File: src/rtl/load_store_unit.sv
// load_store_unit
// Byte-addressed RV32I load/store front end for a word-addressed data memory
// with no byte enables. Sub-word stores are done as read-modify-write within
// the LO/HI memory cycles; accesses that straddle a word boundary take two
// memory cycles (LO = first word, HI = next word, index wrapping to 0).
// Loads are sign/zero-extended according to funct3.
//
// Optional build macro: LSU_MISALIGN_TRAP_EN
//   When defined, misaligned halfword/word accesses are not split. They
//   complete IDLE->DONE with resp_err=1 and no memory access.
//   When undefined (default), misaligned accesses are split across two words.

module load_store_unit #(
    parameter int DATA_WIDTH  = 32,
    parameter int INDEX_WIDTH = 30
) (
    input  logic                  clk,
    input  logic                  rst,
    input  logic                  req_valid,
    output logic                  req_ready,
    input  logic                  req_store,
    input  logic [2:0]            req_funct3,
    input  logic [DATA_WIDTH-1:0] req_addr,
    input  logic [DATA_WIDTH-1:0] req_wdata,
    output logic                  resp_valid,
    input  logic                  resp_ready,
    output logic [DATA_WIDTH-1:0] resp_rdata,
    output logic                  resp_err,
    output logic [DATA_WIDTH-1:0] mem_addr,
    output logic                  mem_we,
    output logic [DATA_WIDTH-1:0] mem_wd,
    input  logic [DATA_WIDTH-1:0] mem_rd
);

    typedef enum logic [1:0] {
        IDLE = 2'd0,
        LO   = 2'd1,
        HI   = 2'd2,
        DONE = 2'd3
    } state_t;

    // ------------------------------------------------------------------
    // Helper functions
    // ------------------------------------------------------------------

    // funct3 legality: stores only allow SB/SH/SW, loads reject 011/110/111.
    function automatic logic funct3_legal(input logic is_store, input logic [2:0] f3);
        logic ok;
        if (is_store) begin
            case (f3)
                3'b000, 3'b001, 3'b010: ok = 1'b1;
                default:                ok = 1'b0;
            endcase
        end else begin
            case (f3)
                3'b011, 3'b110, 3'b111: ok = 1'b0;
                default:                ok = 1'b1;
            endcase
        end
        return ok;
    endfunction

    // Byte lanes touched across the two-word window {hi, lo}; bits [7:4]
    // being non-zero means the access spills into the next word.
    function automatic logic [7:0] lane_mask(input logic [1:0] off, input logic [2:0] f3);
        logic [7:0] m;
        case (f3[1:0])
            2'b00:   m = 8'h01;
            2'b01:   m = 8'h03;
            default: m = 8'h0F;
        endcase
        return m << off;
    endfunction

    // Replace the enabled byte lanes of a memory word with the inserted data.
    function automatic logic [31:0] merge_word(input logic [31:0] old_word,
                                               input logic [31:0] ins_word,
                                               input logic [3:0]  en);
        logic [31:0] mask;
        for (int i = 0; i < 4; i++) begin
            mask[i*8 +: 8] = {8{en[i]}};
        end
        return (old_word & ~mask) | (ins_word & mask);
    endfunction

    // Pick the addressed bytes out of {hi, lo} and extend per funct3.
    function automatic logic [31:0] extract_load(input logic [31:0] lo_word,
                                                 input logic [31:0] hi_word,
                                                 input logic [1:0]  off,
                                                 input logic [2:0]  f3);
        logic [63:0] both;
        logic [31:0] raw;
        logic [31:0] res;
        both = {hi_word, lo_word} >> {off, 3'b000};
        raw  = both[31:0];
        case (f3)
            3'b000:  res = {{24{raw[7]}}, raw[7:0]};
            3'b001:  res = {{16{raw[15]}}, raw[15:0]};
            3'b010:  res = raw;
            3'b100:  res = {24'd0, raw[7:0]};
            3'b101:  res = {16'd0, raw[15:0]};
            default: res = 32'd0;
        endcase
        return res;
    endfunction

    // ------------------------------------------------------------------
    // State and datapath registers
    // ------------------------------------------------------------------
    state_t                  state_r;
    state_t                  next_state_s;
    logic                    store_r;
    logic [2:0]              funct3_r;
    logic [DATA_WIDTH-1:0]   addr_r;
    logic [DATA_WIDTH-1:0]   wdata_r;
    logic [DATA_WIDTH-1:0]   lo_word_r;
    logic [DATA_WIDTH-1:0]   hi_word_r;
    logic                    err_r;

    // Request decode (only meaningful in IDLE)
    logic                    misalign_s;
    logic                    bad_req_s;

    // Latched-request derived signals
    logic [7:0]              lanes_s;
    logic                    cross_s;
    logic [63:0]             sdata_s;
    logic [INDEX_WIDTH-1:0]  index_s;
    logic [INDEX_WIDTH-1:0]  index_next_s;
    logic [DATA_WIDTH-1:0]   load_data_s;

`ifdef LSU_MISALIGN_TRAP_EN
    assign misalign_s = ((req_funct3[1:0] == 2'b01) && req_addr[0]) ||
                        ((req_funct3[1:0] == 2'b10) && (req_addr[1:0] != 2'b00));
`else
    assign misalign_s = 1'b0;
`endif

    assign bad_req_s    = !funct3_legal(req_store, req_funct3) || misalign_s;
    assign lanes_s      = lane_mask(addr_r[1:0], funct3_r);
    assign cross_s      = |lanes_s[7:4];
    assign sdata_s      = {32'd0, wdata_r} << {addr_r[1:0], 3'b000};
    assign index_s      = addr_r[DATA_WIDTH-1:2];
    assign index_next_s = index_s + {{(INDEX_WIDTH-1){1'b0}}, 1'b1};
    assign load_data_s  = extract_load(lo_word_r, hi_word_r, addr_r[1:0], funct3_r);

    // State register with asynchronous reset to IDLE
    always_ff @(posedge clk or posedge rst) begin
        if (rst) begin
            state_r <= IDLE;
        end else begin
            state_r <= next_state_s;
        end
    end

    // Request latch on accept and load-word capture in LO/HI
    always_ff @(posedge clk or posedge rst) begin
        if (rst) begin
            store_r   <= 1'b0;
            funct3_r  <= 3'd0;
            addr_r    <= 32'd0;
            wdata_r   <= 32'd0;
            lo_word_r <= 32'd0;
            hi_word_r <= 32'd0;
            err_r     <= 1'b0;
        end else begin
            case (state_r)
                IDLE: begin
                    if (req_valid) begin
                        store_r  <= req_store;
                        funct3_r <= req_funct3;
                        addr_r   <= req_addr;
                        wdata_r  <= req_wdata;
                        err_r    <= bad_req_s;
                    end
                end
                LO: begin
                    if (!store_r) begin
                        lo_word_r <= mem_rd;
                    end
                end
                HI: begin
                    if (!store_r) begin
                        hi_word_r <= mem_rd;
                    end
                end
                default: begin
                end
            endcase
        end
    end

    // Next-state logic: error short-cut, optional second word, response hold
    always_comb begin
        next_state_s = state_r;
        case (state_r)
            IDLE: begin
                if (req_valid) begin
                    if (bad_req_s) begin
                        next_state_s = DONE;
                    end else begin
                        next_state_s = LO;
                    end
                end else begin
                    next_state_s = IDLE;
                end
            end
            LO: begin
                if (cross_s) begin
                    next_state_s = HI;
                end else begin
                    next_state_s = DONE;
                end
            end
            HI: begin
                next_state_s = DONE;
            end
            DONE: begin
                if (resp_ready) begin
                    next_state_s = IDLE;
                end else begin
                    next_state_s = DONE;
                end
            end
            default: begin
                next_state_s = IDLE;
            end
        endcase
    end

    // Output decode: memory port in LO/HI, response in DONE, zeros elsewhere
    always_comb begin
        req_ready  = 1'b0;
        resp_valid = 1'b0;
        resp_rdata = 32'd0;
        resp_err   = 1'b0;
        mem_addr   = 32'd0;
        mem_we     = 1'b0;
        mem_wd     = 32'd0;
        case (state_r)
            IDLE: begin
                req_ready = 1'b1;
            end
            LO: begin
                mem_addr = {2'b00, index_s};
                if (store_r) begin
                    mem_we = 1'b1;
                    mem_wd = merge_word(mem_rd, sdata_s[31:0], lanes_s[3:0]);
                end else begin
                    mem_we = 1'b0;
                end
            end
            HI: begin
                mem_addr = {2'b00, index_next_s};
                if (store_r) begin
                    mem_we = 1'b1;
                    mem_wd = merge_word(mem_rd, sdata_s[63:32], lanes_s[7:4]);
                end else begin
                    mem_we = 1'b0;
                end
            end
            DONE: begin
                resp_valid = 1'b1;
                resp_err   = err_r;
                if (err_r || store_r) begin
                    resp_rdata = 32'd0;
                end else begin
                    resp_rdata = load_data_s;
                end
            end
            default: begin
                req_ready = 1'b0;
            end
        endcase
    end

endmodule

File: config.mk
export PLATFORM = sky130hd
export DESIGN_NAME = load_store_unit
export DESIGN_NICKNAME = d
export VERILOG_FILES = /design/src/rtl/load_store_unit.sv
export SDC_FILE = /design/constraint.sdc
export NUM_CORES = 1
export LEC_CHECK = 0
export CAP_MARGIN = 20
export CORE_ASPECT_RATIO = 1.4
export CORE_MARGIN = 3
export CORE_UTILIZATION = 35
export CTS_CLUSTER_DIAMETER = 30
export DETAILED_ROUTE_END_ITERATION = 10
export PLACE_DENSITY = 0.63
export SETUP_SLACK_MARGIN = 0.4
export SLEW_MARGIN = 20
export SYNTH_ARGS = -nofsm -noshare
export SYNTH_HDL_FRONTEND = slang
export SYNTH_SLANG_ARGS = --single-unit
export TNS_END_PERCENT = 5
File: constraint.sdc
create_clock -name clk -period 10.36 [get_ports clk]
set_clock_uncertainty 0.1 [all_clocks]
set_input_delay 2.072 -clock clk [delete_from_list [all_inputs] [get_ports clk]]
set_output_delay 2.072 -clock clk [all_outputs]
set_load 0.02 [all_outputs]
==> impl_metrics.csv, run 1 <==
group,metric,value,unit
global_route,grt_start_max_net_pins,75,
synthesis,yosysTopAreaCell,"dfrtp_1",
route,drt-total-wl,26200,µm
floorplanning,die-area,25920,µm²
floorplanning,fp.dieW,136.9,µm
global_route,grt_overflow,0,
worst_setup_path,critPathMaxFanout,66,
worst_hold_path,min_path_cells,1,
synthesis,synth.area.top_cells,"dfrtp_1 38%, mux2_2 17%, mux4_2 8.3%",
timing,min_period,5930,ps
floorplanning,rows,66,
route,via_per_inst,5.584,
synthesis,synth_area_per_cell,10.67,µm²
global_route,grt_pass1_wl,40970,µm
global_route,antenna_found_initial,0,
clock_network,cts_tree,"built",
cells_and_area,syn_to_final_growth,33.79,%
worst_setup_path,worstPathArrival,3760,ps
timing,maxSlewViolCount,0,
synthesis,synthesis.area,8398,µm²
floorplanning,boundaryPins,204,
cells_and_area,n_antenna_cell,0,
timing,hold_viol,0,
placement,placed_area,10600,µm²
synthesis,yosysWarnings,0,
placement,place_congestion,0.8647,
clock_network,post_cts_buffers,0,
synthesis,synth_edf_count,0,
timing,grt_setup_unrepaired,"false",
worst_setup_path,criticalPathCategory,"reg -> out",
synthesis,ys_dominant_reg_cell,"dfrtp_1",
cells_and_area,stdcell_area,11240,µm²
clock_network,cts_root_buf,"clkbuf_16",
power,p_leak,4.394,nW
clock_network,insertion_delay,420,ps
worst_hold_path,hp-class,"reg -> reg",
placement,port_buffers,201,
route,ant_nets,0,
flow_run,maxCapViolations,0,
worst_setup_path,cp-end-kind,"output port",
power,power,3.796,mW
cells_and_area,finalNonFillerCells,1269,
synthesis,yosys_register_bits,127,
timing,finalCritPeriodShare,57.24,%
placement,place_inst,1237,
global_route,grt_usage,20.29,%
route,routedWlPerCell,20.65,µm
clock_network,cts_resized,0,
route,drt_iter0_drc,412,
clock_network,hold_buffers,0,
cells_and_area,drive_gt1_share,22.43,%
floorplanning,start_util,35.81,%
floorplanning,dieHeight,189.3,µm
timing,final-setup-viol-count,0,
global_route,first_global_vias,7225,
route,drt-pass1-iter-count,5,
clock_network,path_clk_slew,60,ps
synthesis,yosysSeqAreaShare,37.84,%
worst_setup_path,critPathMaxStageDelay,1090,ps
clock_network,clk_path_buf_depth,2,
worst_setup_path,slowest_stage,"dfrtp_4",
timing,worstMarginPinSlew,1073,ps
timing,max_freq,168.6,MHz
route,vias,7086,
timing,setup_tns,0,ps
clock_network,clock_sinks,127,
clock_network,numCtsBuffers,17,
worst_setup_path,cp_data_required_time,8190,ps
worst_setup_path,crit_chain,"mux4_2 > mux2i_1 > or4_1 > o21ai_0 > clkdlybuf4s50_1",
synthesis,synth_top_area_share,37.84,%
synthesis,synthArstFlopShare,100.0,%
route,drt_drc_violations_left,0,
worst_setup_path,critPathLaunchType,"flip-flop",
synthesis,syn_inst,787,
worst_setup_path,rr_worst_depth,5,
synthesis,synth.distinct_cells,57,
clock_network,cts_max_level,4,
placement,hpwlAfterDp,19660,µm
timing,holdWs,399.9,ps
status,status,"finished clean",
power,p_per_area,337.9,nW/µm²
cells_and_area,fin_nets,1059,
floorplanning,core,23450,µm²
power,ir_drop,0.1629,mV
timing,max_slew_margin,28.09,%
where the power goes:
group / switching [mW] / internal (mW) / total (mW)
combinational: 0.994 / 1.06 / 2.05
sequential: 0.338 / 0.756 / 1.09
clock: 0.244 / 0.408 / 0.652
logic make-up (layout without fill, tap and decap cells):
kind of cell    Yosys count  in the layout  synth area share (%)
other cells               1              2               0.04465
fa+ha+maj                 5              5                0.7449
xor+xnor                  3              3                0.3129
mux                     218            218                 32.52
flops                   127            127                 37.84
buf+inv                  92            267                 4.499
compound gates          168            168                 13.62
simple gates            173            173                 10.41
final cells by class:
class                      instances  area (µm²)
fill                            2226       12220
multi-input combinational        569        4860
tap                              306       382.9
timing repair buffer             210        2079
inverter                          25       96.34
clock inverter                    14       205.2
sequential                       127        3183
clock buffer                      18       429.2
path summary, 6_finish.rpt:
path | startpoint | slack, ps | endpoint
min in group asynchronous | rst | 2040 | addr_r[8]
worst min-delay path | lo_word_r[5] | 400 | lo_word_r[5]
max in group asynchronous | rst | 6710 | wdata_r[6]
worst max-delay path | addr_r[0] | 4430 | resp_rdata[27]
worst min register to register | lo_word_r[5] | 400 | lo_word_r[5]
worst max register to register | addr_r[0] | 7630 | state_r[0]
per-stage QoR:
| stage | util (%) | setup slack, ps |
|---|---|---|
| 6_report | 47.91 | 4430 |
| 5_1_grt | 47.91 | 4226 |
| 2_1_floorplan | - | 4804 |
| 3_3_place_gp | 45.19 | 4431 |
| 3_5_place_dp | 45.20 | 4461 |
| 4_1_cts | 47.91 | 4367 |
metal layers:
layer  vias up  GRT usage (%)  part of all wire [%]
met1      3484          24.92                    40
met3        40          4.040                   6.3
met5         -              0                     0
met4         0          5.952                   2.1
li1       3285              -                     -
met2       277          35.76                    52
critical path, delay by kind of cell, from the launching register on:
kind,cells,cell delay (ps)
AOI/OAI and AO/OA,1,280
DFF,1,1090
and+or+nand+nor,1,740
muxes,2,490
buffers and inverters,1,680
cells in the mapped netlist (4+ instances only):
library cell / number
a21boi_0: 5
a21oi_1: 23
a22oi_1: 4
a31o_2: 5
a31oi_1: 5
a32oi_1: 8
a41oi_1: 5
and2_1: 5
buf_1: 15
buf_2: 12
buf_4: 4
clkbuf_1: 34
dfrtp_1: 127
ha_1: 5
inv_1: 25
mux2_2: 129
mux2i_1: 58
mux4_2: 31
nand2_1: 70
nand3_1: 15
nand4_1: 8
nor2_1: 16
nor2b_1: 15
nor3_1: 15
nor4_1: 7
o211ai_1: 12
o21a_1: 12
o21ai_0: 38
o22ai_1: 17
o2bb2ai_1: 16
flip-flops by register name, indices dropped and copies added (netlist names):
signal and cells:
addr_r 32, lo_word_r 32, wdata_r 32, hi_word_r 24, funct3_r 3, state_r 2, err_r 1, store_r 1
cell usage in the layout, fill, tap and decap left out, drive strengths merged, types with 12 or more instances in the layout:
| master | count |
|---|---|
| clkdlybuf4s50 | 201 |
| mux2 | 129 |
| dfrtp | 127 |
| nand2 | 70 |
| mux2i | 58 |
| o21ai | 38 |
| mux4 | 31 |
| inv | 30 |
| a21oi | 23 |
| clkbuf | 18 |
| o22ai | 17 |
| nor2 | 17 |
| o2bb2ai | 16 |
| nand3 | 15 |
| nor2b | 15 |
| nor3 | 15 |
| o211ai | 12 |
| o21a | 12 |
Power figures use the tool's default switching activity.
==> inputs of run 2 (changes only) <==
clock period = 5.95 ns   (was 10.36 ns; I/O delays follow)
==> run 2 against run 1 <==
Compared with the run above: sequential share of layout area grew 0.16 points; count of clock-buffer cells in the layout increased by 1; routed wire length down 0.15%; via count hardly changed; register-to-register slack got worse by 4200 ps; global-route usage decreased by 0.17 points; utilization fell by 0.27 points; design area is 0.57% lower; combinational power is 75% higher; largest cell class unchanged.
==> impl_metrics.csv, run 2 (synthesized netlist as in run 1, its figures left out) <==
group,metric,value,unit
clock_network,numCtsBuffers,17,
clock_network,insertion_delay,420,ps
route,drt_drc_violations_left,0,
route,drt_iter0_drc,295,
timing,worstMarginPinSlew,1134,ps
worst_setup_path,r2r_start,"state_r[0]",
status,status,"finished clean",
global_route,grt_pass1_wl,40530,µm
worst_setup_path,r2r_setup_slack,3390,ps
timing,min_period,4815,ps
clock_network,hold_buffers,0,
cells_and_area,layout_commonest_cell,"clkdlybuf4s50_1",
placement,port_buffers,201,
worst_setup_path,criticalPathCategory,"reg -> out",
route,via_per_inst,5.577,
floorplanning,start_util,35.81,%
power,p_sw,2.726,mW
worst_setup_path,critPathMaxFanout,17,
route,drt-pass1-iter-count,4,
worst_setup_path,worstPathArrival,3520,ps
cells_and_area,finalNonFillerCells,1271,
power,seqPwrFrac,29.2,%
floorplanning,dieHeight,189.3,µm
power,switching_share,42.14,%
timing,hold_viol,0,
worst_setup_path,rr_worst_depth,5,
worst_setup_path,cp-end-kind,"output port",
cells_and_area,drive_gt1_share,22.49,%
power,p_clk_share,15.5,%
worst_setup_path,critPathLaunchType,"flip-flop",
worst_setup_path,startpoint,"state_r[0]",
floorplanning,fp.dieW,136.9,µm
route,vias,7088,
timing,max_slew_margin,24.24,%
power,p_leak,4.368,nW
clock_network,clk_path_buf_depth,2,
worst_setup_path,cp_data_required_time,4660,ps
floorplanning,die-area,25920,µm²
floorplanning,rows,66,
route,routedWlPerCell,20.59,µm
route,ant_nets,0,
clock_network,clock_sinks,127,
cells_and_area,syn_to_final_growth,33.03,%
global_route,antenna_found_initial,1,
clock_network,cts_root_buf,"clkbuf_16",
route,drt-total-wl,26170,µm
cells_and_area,fin_nets,1061,
power,p_comb_share,55.4,%
floorplanning,core,23450,µm²
timing,setup_tns,0,ps
worst_setup_path,crit_path_end,"mem_wd[1]",
placement,place_inst,1239,
timing,finalCritPeriodShare,80.92,%
cells_and_area,mostFrequentLayoutCells,"201 x clkdlybuf4s50_1, 129 x mux2_2, 125 x dfrtp_1, 69 x nand2_1, 58 x mux2i_1",
clock_network,cts_max_level,4,
global_route,grt_start_max_net_pins,57,
power,p_per_area,579.0,nW/µm²
placement,hpwlAfterDp,19740,µm
placement,place_congestion,0.8556,
cells_and_area,reg_top3,"addr_r (32), lo_word_r (32), wdata_r (32)",
clock_network,path_clk_slew,60,ps
clock_network,post_cts_buffers,0,
timing,final-setup-viol-count,0,
timing,max_freq,207.7,MHz
flow_run,maxCapViolations,0,
cells_and_area,n_antenna_cell,0,
worst_setup_path,r2r_end,"wdata_r[2]",
worst_hold_path,hp-class,"reg -> reg",
global_route,first_global_vias,7106,
timing,grt_setup_unrepaired,"false",
power,ir_drop,0.2318,mV
global_route,grt_overflow,0,
timing,maxSlewViolCount,0,
floorplanning,boundaryPins,204,
clock_network,cts_tree,"built",
clock_network,cts_resized,0,
global_route,grt_usage,20.13,%
power,cellInternalPower,3.742,mW
## run 2: cell count changes in the layout (fill, tap and decap cells not counted)
cell,previous run,this run
bufinv_16,4,1
o21bai_2,1,0
clkinvlp_4,2,3
clkinv_2,0,4
clkbuf_8,0,1
inv_6,5,2
buf_4,9,11
o21bai_1,1,2
## run 2: power by group through the flow
stage / logic (mW) / registers, mW / clock network (mW)
3_5_place_dp: 3.58 / 1.90 / 0
4_1_cts: 3.59 / 1.88 / 1.03
6_report: 3.58 / 1.89 / 1.00
5_1_grt: 3.87 / 1.98 / 1.06
2_1_floorplan: 2.74 / 1.60 / 0
3_3_place_gp: 3.55 / 1.87 / 0
## run 2: layer usage
metal / vias to the layer above / GRT usage [%] / share of wire [%]
li1: 3283 / - / -
met1: 3513 / 24.86 / 41
met2: 255 / 34.98 / 51
met3: 35 / 4.625 / 6.4
met4: 2 / 5.645 / 2.1
met5: - / 0 / 0.050
## run 2: how the worst min path moves through the flow
stage / start / end / slack [ps] / cells after the start
global route: lo_word_r[5] / lo_word_r[5] / 420 / 1
detailed placement: lo_word_r[1] / lo_word_r[1] / 390 / 1
CTS: lo_word_r[5] / lo_word_r[5] / 410 / 1
floorplan: err_r / err_r / 360 / 2
global placement: lo_word_r[7] / lo_word_r[7] / 380 / 1
finish: hi_word_r[22] / hi_word_r[22] / 400 / 1
## run 2: cell type report
class / count / area (µm²)
fill: 2250 / 12280
multi-input combinational: 569 / 4856
sequential: 127 / 3183
timing repair buffer: 212 / 2095
clock buffer: 19 / 442.9
tap: 306 / 382.9
clock inverter: 13 / 116.4
inverter: 25 / 96.34
## run 2: critical path, stage by stage (launching register included)
cell and delay, ps:
dfrtp_1 370, inv_1 70, ha_1 520, nand2_1 490, inv_1 240, nand2_1 410
o22ai_1 340, clkdlybuf4s50_1 650
## run 2: metrics by stage
step                instance area, µm²  setup slack [ps]  hold WS [ps]  power (mW)  utilization, %
floorplan                         8402              1276         364.9       4.334               -
global placement                 10610              1681         383.1       5.424           45.25
detailed placement               10610              1600         394.1       5.479           45.25
CTS                              11170              1105         407.5       6.506           47.64
global route                     11170             895.8         421.1       6.913           47.64
finish                           11170              1135         402.9       6.468           47.64
